**src/rtl/alu_arbiter_pkg.sv**
```systemverilog
// Shared types and ALU_control opcodes for the two-requester ALU arbiter.
package alu_arbiter_pkg;

    typedef enum logic [1:0] {
        IDLE = 2'd0,
        EXEC = 2'd1,
        RESP = 2'd2
    } state_t;

    localparam logic [3:0] ALU_AND = 4'b0000;
    localparam logic [3:0] ALU_OR  = 4'b0001;
    localparam logic [3:0] ALU_ADD = 4'b0010;
    localparam logic [3:0] ALU_SUB = 4'b0110;
    localparam logic [3:0] ALU_SLT = 4'b0111;
    localparam logic [3:0] ALU_NOR = 4'b1100;

    typedef struct packed {
        logic        id;
        logic [3:0]  ctrl;
        logic [31:0] src1;
        logic [31:0] src2;
    } op_t;

endpackage

```
**src/rtl/alu_arbiter_if.sv**
```systemverilog
// Request/response bundle between two ALU requesters, one consumer and the arbiter.
interface alu_arbiter_if;

    logic        req0_valid;
    logic        req0_ready;
    logic [31:0] req0_src1;
    logic [31:0] req0_src2;
    logic [3:0]  req0_ctrl;

    logic        req1_valid;
    logic        req1_ready;
    logic [31:0] req1_src1;
    logic [31:0] req1_src2;
    logic [3:0]  req1_ctrl;

    logic        rsp_valid;
    logic        rsp_ready;
    logic        rsp_id;
    logic [31:0] rsp_result;
    logic        rsp_zero;
    logic        rsp_cout;
    logic        rsp_overflow;

    logic        busy;
    logic [15:0] op_count;

    modport master (
        output req0_valid, req0_src1, req0_src2, req0_ctrl,
        output req1_valid, req1_src1, req1_src2, req1_ctrl,
        output rsp_ready,
        input  req0_ready, req1_ready,
        input  rsp_valid, rsp_id, rsp_result,
        input  rsp_zero, rsp_cout, rsp_overflow,
        input  busy, op_count
    );

    modport slave (
        input  req0_valid, req0_src1, req0_src2, req0_ctrl,
        input  req1_valid, req1_src1, req1_src2, req1_ctrl,
        input  rsp_ready,
        output req0_ready, req1_ready,
        output rsp_valid, rsp_id, rsp_result,
        output rsp_zero, rsp_cout, rsp_overflow,
        output busy, op_count
    );

endinterface

```
**src/rtl/alu_arbiter_alu.sv**
```systemverilog
// 32-bit ALU with registered result/carry/overflow; zero derives from the
// registered result.
module alu
    import alu_arbiter_pkg::*;
(
    input  logic        clk,
    input  logic        rst_n,
    input  logic [31:0] src1_i,
    input  logic [31:0] src2_i,
    input  logic [3:0]  ctrl_i,
    output logic [31:0] result_o,
    output logic        zero_o,
    output logic        cout_o,
    output logic        overflow_o
);

    logic        sub;
    logic [31:0] b_op;
    logic [32:0] sum;
    logic        ov;

    logic [31:0] result_d, result_q;
    logic        cout_d, cout_q;
    logic        ovf_d, ovf_q;

    // SUB and SLT share the adder as a + ~b + 1
    always_comb begin
        sub  = (ctrl_i == ALU_SUB) || (ctrl_i == ALU_SLT);
        b_op = sub ? ~src2_i : src2_i;
        sum  = {1'b0, src1_i} + {1'b0, b_op} + {32'd0, sub};
        ov   = (src1_i[31] == b_op[31]) && (sum[31] != src1_i[31]);
    end

    always_comb begin
        result_d = '0;
        cout_d   = 1'b0;
        ovf_d    = 1'b0;
        unique case (ctrl_i)
            ALU_AND: result_d = src1_i & src2_i;
            ALU_OR:  result_d = src1_i | src2_i;
            ALU_NOR: result_d = ~(src1_i | src2_i);
            ALU_ADD, ALU_SUB: begin
                result_d = sum[31:0];
                cout_d   = sum[32];
                ovf_d    = ov;
            end
            ALU_SLT: result_d = {31'd0, sum[31] ^ ov};
            default: result_d = '0;
        endcase
    end

    always_ff @(posedge clk or negedge rst_n) begin
        if (!rst_n) begin
            result_q <= '0;
            cout_q   <= 1'b0;
            ovf_q    <= 1'b0;
        end else begin
            result_q <= result_d;
            cout_q   <= cout_d;
            ovf_q    <= ovf_d;
        end
    end

    assign result_o   = result_q;
    assign zero_o     = (result_q == '0);
    assign cout_o     = cout_q;
    assign overflow_o = ovf_q;

endmodule

```
**src/rtl/alu_arbiter.sv**
```systemverilog
// Two-requester arbiter in front of a registered ALU: accept in IDLE,
// compute in EXEC, hold the response in RESP until the consumer takes it.
module alu_arbiter
    import alu_arbiter_pkg::*;
#(
    parameter bit RR_EN = 1'b1
) (
    input  logic          clk,
    input  logic          rst_n,
    alu_arbiter_if.slave  bus
);

    state_t      state_q, state_d;
    op_t         op_q, op_d;
    logic        last_q, last_d;
    logic [15:0] cnt_q, cnt_d;

    logic        any_req;
    logic        gnt_id;
    logic        accept;
    logic        rsp_hs;
    logic        rdy0, rdy1, rsp_vld, busy;

    logic [31:0] alu_res;
    logic        alu_zero, alu_cout, alu_ovf;

    // last_q holds the id granted most recently; reset value makes req0 win
    always_comb begin
        any_req = bus.req0_valid | bus.req1_valid;
        if (!bus.req1_valid)
            gnt_id = 1'b0;
        else if (!bus.req0_valid)
            gnt_id = 1'b1;
        else
            gnt_id = RR_EN ? ~last_q : 1'b0;
        accept = (state_q == IDLE) && any_req;
        rsp_hs = (state_q == RESP) && bus.rsp_ready;
    end

    always_ff @(posedge clk or negedge rst_n) begin
        if (!rst_n) state_q <= IDLE;
        else        state_q <= state_d;
    end

    always_comb begin
        state_d = state_q;
        unique case (state_q)
            IDLE:    if (any_req) state_d = EXEC;
            EXEC:    state_d = RESP;
            RESP:    if (bus.rsp_ready) state_d = IDLE;
            default: state_d = IDLE;
        endcase
    end

    always_comb begin
        rdy0    = (state_q == IDLE) && rst_n && any_req && !gnt_id;
        rdy1    = (state_q == IDLE) && rst_n && any_req && gnt_id;
        rsp_vld = (state_q == RESP);
        busy    = (state_q != IDLE);
    end

    always_comb begin
        op_d   = op_q;
        last_d = last_q;
        cnt_d  = cnt_q;
        if (accept) begin
            last_d = gnt_id;
            if (gnt_id)
                op_d = '{id: 1'b1, ctrl: bus.req1_ctrl,
                         src1: bus.req1_src1, src2: bus.req1_src2};
            else
                op_d = '{id: 1'b0, ctrl: bus.req0_ctrl,
                         src1: bus.req0_src1, src2: bus.req0_src2};
        end
        if (rsp_hs) cnt_d = cnt_q + 16'd1;
    end

    always_ff @(posedge clk or negedge rst_n) begin
        if (!rst_n) begin
            op_q   <= '0;
            last_q <= 1'b1;
            cnt_q  <= '0;
        end else begin
            op_q   <= op_d;
            last_q <= last_d;
            cnt_q  <= cnt_d;
        end
    end

    alu u_alu (
        .clk        (clk),
        .rst_n      (rst_n),
        .src1_i     (op_q.src1),
        .src2_i     (op_q.src2),
        .ctrl_i     (op_q.ctrl),
        .result_o   (alu_res),
        .zero_o     (alu_zero),
        .cout_o     (alu_cout),
        .overflow_o (alu_ovf)
    );

    assign bus.req0_ready   = rdy0;
    assign bus.req1_ready   = rdy1;
    assign bus.rsp_valid    = rsp_vld;
    assign bus.rsp_id       = op_q.id;
    assign bus.rsp_result   = rsp_vld ? alu_res : '0;
    assign bus.rsp_zero     = rsp_vld & alu_zero;
    assign bus.rsp_cout     = rsp_vld & alu_cout;
    assign bus.rsp_overflow = rsp_vld & alu_ovf;
    assign bus.busy         = busy;
    assign bus.op_count     = cnt_q;

endmodule

```
**src/flat_wrapper.sv**
```systemverilog
// flat-port wrapper written by rule: the top's interface ports become plain ports
module alu_arbiter_flat import alu_arbiter_pkg::*;
#(
    parameter bit RR_EN = 1'b1
)
  (clk, rst_n, bus_req0_valid, bus_req0_src1, bus_req0_src2, bus_req0_ctrl, bus_req1_valid, bus_req1_src1, bus_req1_src2, bus_req1_ctrl, bus_rsp_ready, bus_req0_ready, bus_req1_ready, bus_rsp_valid, bus_rsp_id, bus_rsp_result, bus_rsp_zero, bus_rsp_cout, bus_rsp_overflow, bus_busy, bus_op_count);
  alu_arbiter_if bus_i ();
  input  logic clk;
  input  logic rst_n;
  input wire logic [$bits(bus_i.req0_valid)-1:0] bus_req0_valid;
  input wire logic [$bits(bus_i.req0_src1)-1:0] bus_req0_src1;
  input wire logic [$bits(bus_i.req0_src2)-1:0] bus_req0_src2;
  input wire logic [$bits(bus_i.req0_ctrl)-1:0] bus_req0_ctrl;
  input wire logic [$bits(bus_i.req1_valid)-1:0] bus_req1_valid;
  input wire logic [$bits(bus_i.req1_src1)-1:0] bus_req1_src1;
  input wire logic [$bits(bus_i.req1_src2)-1:0] bus_req1_src2;
  input wire logic [$bits(bus_i.req1_ctrl)-1:0] bus_req1_ctrl;
  input wire logic [$bits(bus_i.rsp_ready)-1:0] bus_rsp_ready;
  output wire logic [$bits(bus_i.req0_ready)-1:0] bus_req0_ready;
  output wire logic [$bits(bus_i.req1_ready)-1:0] bus_req1_ready;
  output wire logic [$bits(bus_i.rsp_valid)-1:0] bus_rsp_valid;
  output wire logic [$bits(bus_i.rsp_id)-1:0] bus_rsp_id;
  output wire logic [$bits(bus_i.rsp_result)-1:0] bus_rsp_result;
  output wire logic [$bits(bus_i.rsp_zero)-1:0] bus_rsp_zero;
  output wire logic [$bits(bus_i.rsp_cout)-1:0] bus_rsp_cout;
  output wire logic [$bits(bus_i.rsp_overflow)-1:0] bus_rsp_overflow;
  output wire logic [$bits(bus_i.busy)-1:0] bus_busy;
  output wire logic [$bits(bus_i.op_count)-1:0] bus_op_count;
  assign bus_i.req0_valid = bus_req0_valid;
  assign bus_i.req0_src1 = bus_req0_src1;
  assign bus_i.req0_src2 = bus_req0_src2;
  assign bus_i.req0_ctrl = bus_req0_ctrl;
  assign bus_i.req1_valid = bus_req1_valid;
  assign bus_i.req1_src1 = bus_req1_src1;
  assign bus_i.req1_src2 = bus_req1_src2;
  assign bus_i.req1_ctrl = bus_req1_ctrl;
  assign bus_i.rsp_ready = bus_rsp_ready;
  assign bus_req0_ready = bus_i.req0_ready;
  assign bus_req1_ready = bus_i.req1_ready;
  assign bus_rsp_valid = bus_i.rsp_valid;
  assign bus_rsp_id = bus_i.rsp_id;
  assign bus_rsp_result = bus_i.rsp_result;
  assign bus_rsp_zero = bus_i.rsp_zero;
  assign bus_rsp_cout = bus_i.rsp_cout;
  assign bus_rsp_overflow = bus_i.rsp_overflow;
  assign bus_busy = bus_i.busy;
  assign bus_op_count = bus_i.op_count;
  alu_arbiter #(.RR_EN(RR_EN)) u_core (.clk(clk), .rst_n(rst_n), .bus(bus_i));
endmodule
```
**config.mk**
```make
export PLATFORM = sky130hd
export DESIGN_NAME = alu_arbiter_flat
export DESIGN_NICKNAME = d
export VERILOG_FILES = /design/src/rtl/alu_arbiter_pkg.sv /design/src/rtl/alu_arbiter_if.sv /design/src/rtl/alu_arbiter_alu.sv /design/src/rtl/alu_arbiter.sv /design/src/flat_wrapper.sv
export SDC_FILE = /design/constraint.sdc
export NUM_CORES = 1
export LEC_CHECK = 0
export CORE_AREA = 2 2 106 160
export CTS_BUF_LIST = sky130_fd_sc_hd__clkbuf_8
export CTS_CLUSTER_SIZE = 8
export DETAILED_ROUTE_END_ITERATION = 8
export DIE_AREA = 0 0 108 162
export GPL_TIMING_DRIVEN = 0
export PLACE_DENSITY = 0.91
export SYNTH_ARGS = -nofsm -noshare
export SYNTH_HDL_FRONTEND = slang
export SYNTH_SLANG_ARGS = --single-unit
```
**constraint.sdc**
```tcl
create_clock -name clk -period 3.95 [get_ports clk]
set_clock_uncertainty 0.05 [all_clocks]
set_input_delay 0.79 -clock clk [delete_from_list [all_inputs] [get_ports clk]]
set_output_delay 0.79 -clock clk [all_outputs]
set_load 0.01 [all_outputs]
```
# == Word-level counts from Yosys, hierarchy flattened ==
# Index checks and enable logic that the tools add are counted.
# totals
inputBits,141
reg_bits,122
# op_classes
n_reduce_logical,15
n_mux,11
addsub,3
n_eq_ne,11
bitwise,10
# op_table
operator,n
32-bit one-hot mux with 5 select lines,1
69-bit two-way mux,1
32-bit two-way mux,2
32-bit NOT,2
32-bit by 32-bit adder with 33-bit output,1
33-bit by 1-bit adder with 33-bit output,1
32-bit AND,1
32-bit zero test,1
32-bit OR,1
16-bit by 1-bit adder with 16-bit output (second input constant),1
4-bit by 3-bit == test with 1-bit output (second input constant),2
1-bit logical AND,7
2-bit one-hot mux with 3 select lines,1
4-bit by 1-bit == test with 1-bit output (second input constant),1
4-bit by 2-bit == test with 1-bit output (second input constant),1
4-bit == test (second input constant),1
4-bit zero test,1
1-bit two-way mux,4
2-bit two-way mux,2
1-bit AND,3
2-bit by 1-bit == test with 1-bit output (second input constant),1
2-bit == test (second input constant),1
2-bit zero test,1
2-bit by 1-bit != test with 1-bit output (second input constant),1
other kinds (11),11

# == Longest topological paths before layout ==
# depth
depth_word,9
ltp_mapped,13
ltp_nobuf,11

# == Hierarchy ==
# From an unflattened synthesis, not the netlist that was laid out.
# unflattened
hier_cells,946
area_unflattened_um2,8455.6
# by_module_without_submodules
module,n_inst,cells_per_inst,area_per_inst_um2
alu_arbiter,1,411,4259.1
alu,1,535,4196.5

# == Worst setup path before layout ==
# Ideal clock, no wire load.
# synth_path
path_type,reg2reg
startpoint,register u_core.op_q[67] in the netlist's numbering
endpoint,"register u_core.u_alu.result_q[28], in the netlist u_core.u_alu.result_o[28]"
required_time_ns,3.831
setup_ns,0.069
arrival_ns,2.919
synth_period_minus_slack_ns,3.038
n_path_buf,2
setup_slack_ns,0.912
path_stages_with_launch,13
path_cell_list,dfrtp_1 -> nand3b_1 -> buf_4 -> clkbuf_1 -> xnor2_1 -> ha_1 -> nand2b_1 -> a21oi_2 -> o21ai_1 -> o21ai_1 -> a41oi_1 -> or4_1 -> nand3_1
# synth_via
elab_chain_len,6
word_cells_on_any_way,12
cone_classes,2 x add/sub; 5 x eq/ne; 2 x mux; 3 x reduce/logical
# synth_rtl
item,line_no,text
start: declaration,alu_arbiter.sv:14,"op_t op_q, op_d;"
start signal: assignment,alu_arbiter.sv:84,op_q <= op_d;
4-bit by 3-bit == test with 1-bit output,"alu_arbiter_alu.sv:28, alu_arbiter_alu.sv:38",
1-bit logical OR,alu_arbiter_alu.sv:28,sub = (ctrl_i == ALU_SUB) || (ctrl_i == ALU_SLT);
32-bit two-way mux,alu_arbiter_alu.sv:29,b_op = sub ? ~src2_i : src2_i;
32-bit by 32-bit adder with 33-bit output,alu_arbiter_alu.sv:30,"sum = {1'b0, src1_i} + {1'b0, b_op} + {32'd0, sub};"
33-bit by 1-bit adder with 33-bit output,alu_arbiter_alu.sv:30,
32-bit one-hot mux with 5 select lines *,alu_arbiter_alu.sv:38,unique case (ctrl_i)
net u_core.u_alu.result_d[28],alu_arbiter_alu.sv:22,"logic [31:0] result_d, result_q;"
end signal: assignment,alu_arbiter_alu.sv:58,result_q <= result_d;
end: declaration,alu_arbiter_alu.sv:22,
# The timed path passes the listed nets; every way through them passes the cells marked *.
# A chain may end at the register's enable or synchronous reset.

# == Worst setup path in the final report ==
# layout_path
startpoint,input port bus_req1_valid
endpoint,output port bus_req1_ready
# layout_via
elab_chain_len,3
word_cells_on_any_way,4
cone_classes,1 x mux; 1 x bitwise; 2 x reduce/logical
# layout_rtl
item,line_no,text
start: declaration,flat_wrapper.sv:14,input wire logic [$bits(bus_i.req1_valid)-1:0] bus_req1_valid;
1-bit OR,alu_arbiter.sv:29,any_req = bus.req0_valid | bus.req1_valid;
1-bit logical AND,alu_arbiter.sv:57,rdy1 = (state_q == IDLE) && rst_n && any_req && gnt_id;
1-bit logical AND *,alu_arbiter.sv:57,
end: declaration,flat_wrapper.sv:20,output wire logic [$bits(bus_i.req1_ready)-1:0] bus_req1_ready;
# Every way passes the cells marked *; elsewhere a longest branch is shown, timed or not.

==> qor.txt <==
Outcome = finished clean
CTS tree = done
Tot GR Track Use = 33.5%
Gpl congestion = 0.964
Fraction of registers with async set/reset = 100%
Clk_lat worst skew = 0.46 ns
Fmax = 0.259 GHz
Top-count cell post-synth = a21oi_1
Synthesized area = 8230 um2
# DRC = 0
Final hold violations = 0
RSZ-0062 raised after global routing = no
CTS clk-pin slew, worst paths = 0.09 ns
Seq cells post-synth = 122
Clock sink total = 122
Synth warn = 0
CTS root buf = clkbuf_8
Peak VDD IR = 0.592 mV
Worst setup margin = 0.0942 ns
Largest net degree at the start of global routing = 65
Routed Antenna Nets = 0
Routed wire length per instance = 20.9 um
Number of post-CTS setup repair buffers = 0
Worst-Margin Slew = 1.07 ns
Vias in the first global route = 8,708
CTS Buffer Depth = 2
DP HPWL = 21,400 um
Top-area cell type share of the netlist area = 36.8%
Rel. slew slack = 28.2%
Synthesized Nets = 1,107
DRT Pass-1 Iters = 7
Worst setup SP type = primary input
Post-synth top cells = a21oi_1, dfrtp_1, nor2_1
Total CTS buffers = 17
Die Ht = 162 um
Kind of critical path = primary input to output pin
Initial antenna violation count = 0
Syn avg cell area = 8.86 um2
Hold slack = 0.222 ns
Largest area contributor in the netlist = dfrtp_1
Die area = 17,500 um2
Yosys cell types = 58
Element type at the critical path end = output pin
Final net count = 1,323
Setup violators final = 0
Initial core utilization = 51.3%
Die Wd = 108 um
# IOs = 197
Non-Filler Instances = 1,364
GRT overflow = 0
Area growth syn-to-layout = 32.0%
Leakage = 4.40 nW
Pre-CTS setup slack = -0.351 ns
Layout cells sized above 1 = 4.84%
Vias = 8,367
Top cells by area, synth = dfrtp_1, mux2i_1, a21oi_1
Sequential fraction of the synthesis area = 37.1%
Worst min path class = primary input to asynchronous set/reset pin
Setup TNS = 0 ns
Flop-to-flop setup slack = 0.19 ns
WP data arrival = 3.02 ns
Htree depth = 4
Maximum capacitance violations = 0
N_diodes = 0
Crit path time final = 3.86 ns
Worst reg2reg path startpoint = u_core.op_q[67]
Slew Viols, Final = 0
Post-Place Cells = 1,332
Std-Cell Rows = 57
CORE AREA = 16,000 um2
Hold buffers post-CTS = 0
PortBufs = 196
Pwr dens = 958 nW/um2
Cells after synthesis = 929
Worst Path Required = 3.11 ns
Final Cycle Share = 97.6%
Main synth FF type = dfrtp_1
Crit Reg-Reg Endpoint = u_core.u_alu.result_o[30]
Critical path fanouts, max = 10
Initial DRC count = 775
Final wirelength = 28,500 um
Via/cell ratio = 6.13
First-pass GRT wire length = 44,500 um
EDFF count, synth = 0
Worst R2R Path Depth = 12
-- sequential cells by signal, summed over array words and instances, names as in the netlist --
register	count
u_core.last_q	1
u_core.bus.rsp_id	1
u_core.u_alu.cout_o	1
u_core.op_q	68
u_core.u_alu.result_o	32
u_core.bus.op_count	16
u_core.u_alu.overflow_o	1
u_core.state_q	2
-- worst max path at each step --
| stage | start | endpoint | slack (ns) | depth (start not counted) |
|---|---|---|---|---|
| 6_report | bus_req1_valid | bus_req1_ready | 0.09 | 6 |
| 5_1_grt | bus_req1_valid | bus_req1_ready | 0.0002 | 6 |
| 4_1_cts | u_core.state_q[0] | bus_req0_ready | 0.03 | 6 |
| 3_5_place_dp | bus_req1_valid | bus_req1_ready | -0.35 | 6 |
| 3_3_place_gp | rst_n | bus_req0_ready | -3.21 | 3 |
| 2_1_floorplan | u_core.op_q[67] | u_core.u_alu.result_o[28] | 0.91 | 12 |
-- timing repair --
| item | in CTS | in global routing |
|---|---|---|
| endpoints found under the setup margin | 2 | 15 |
| pin swaps | 0 | 0 |
| resized for setup | 2 | 10 |
-- where the power goes --
part | switching [mW] | internal, mW
registers | 0.604 | 1.73
logic | 4.29 | 2.69
clock network | 0.572 | 0.515
total | 5.47 | 4.93
-- critical path: stages --
cell and delay (ns):
clkdlybuf4s50_1 0.52, a21boi_0 0.21, clkbuf_2 0.34, clkbuf_2 0.40
and3_1 0.22, clkdlybuf4s50_1 0.53
-- layout make-up --
class / instances / area (um2)
fill: 1290 / 5180
multi-input combinational: 735 / 4900
sequential: 122 / 3050
timing repair buffer: 197 / 1990
tap: 206 / 258
clock buffer: 18 / 248
buffer: 56 / 226
clock inverter: 14 / 124
inverter: 16 / 60.1
-- routing by layer --
| metal | part of all wire [%] | global-route usage (%) |
|---|---|---|
| met5 | 0 | 0 |
| met4 | 5.8 | 20.2 |
| met3 | 8.6 | 6.98 |
| met2 | 51 | 58.3 |
| met1 | 34 | 36.9 |
-- placed cells by master, fill, tap and decap left out, types with 3 or more instances in the layout --
cell	synthesis	routed
and2_1	37	37
clkbuf_1	44	38
buf_1	7	7
nor2_1	96	96
o311ai_0	3	3
nand2b_1	5	5
xor2_1	22	22
a21o_1	13	13
a211oi_1	3	3
a21oi_1	135	135
inv_6	0	3
inv_1	16	17
nand4_1	14	14
clkbuf_2	2	8
nand3b_1	4	4
nand3_1	18	18
ha_1	36	36
o21bai_1	4	4
dfrtp_1	121	121
nor4_1	11	11
or4_1	3	3
a221oi_1	4	4
clkinv_2	0	3
clkbuf_8	0	18
and3_1	8	8
clkinvlp_4	0	3
clkinv_4	0	3
clkdlybuf4s50_1	0	195
o21ai_0	24	24
nor3_1	34	34
o211ai_1	58	58
mux2i_1	69	69
a21boi_0	3	3
nand2_1	40	40
xnor2_1	50	50
a31oi_1	6	6
-- per-stage QoR --
stage | utilization, % | area [um2] | power, mW
3_5_place_dp | 65.3 | 10500 | 9.10
4_1_cts | 67.7 | 10900 | 10.2
5_1_grt | 67.7 | 10900 | 11.1
2_1_floorplan | - | 8230 | 7.06
6_report | 67.7 | 10900 | 10.4
3_3_place_gp | 65.1 | 10400 | 8.94
-- logic make-up (layout without fill, tap and decap cells) --
group	Yosys count	in the layout	share of synthesized area (%)
buffers and inverters	72	301	3.39
XOR/XNOR	72	72	7.66
adder cells (fa/ha/maj)	37	37	5.72
AND/OR/NAND/NOR	279	279	16.5
flip-flops	122	122	37.1
AO/OA/AOI/OAI	276	276	21.0
multiplexers	71	71	8.67
(Power assumes the default switching activity.)
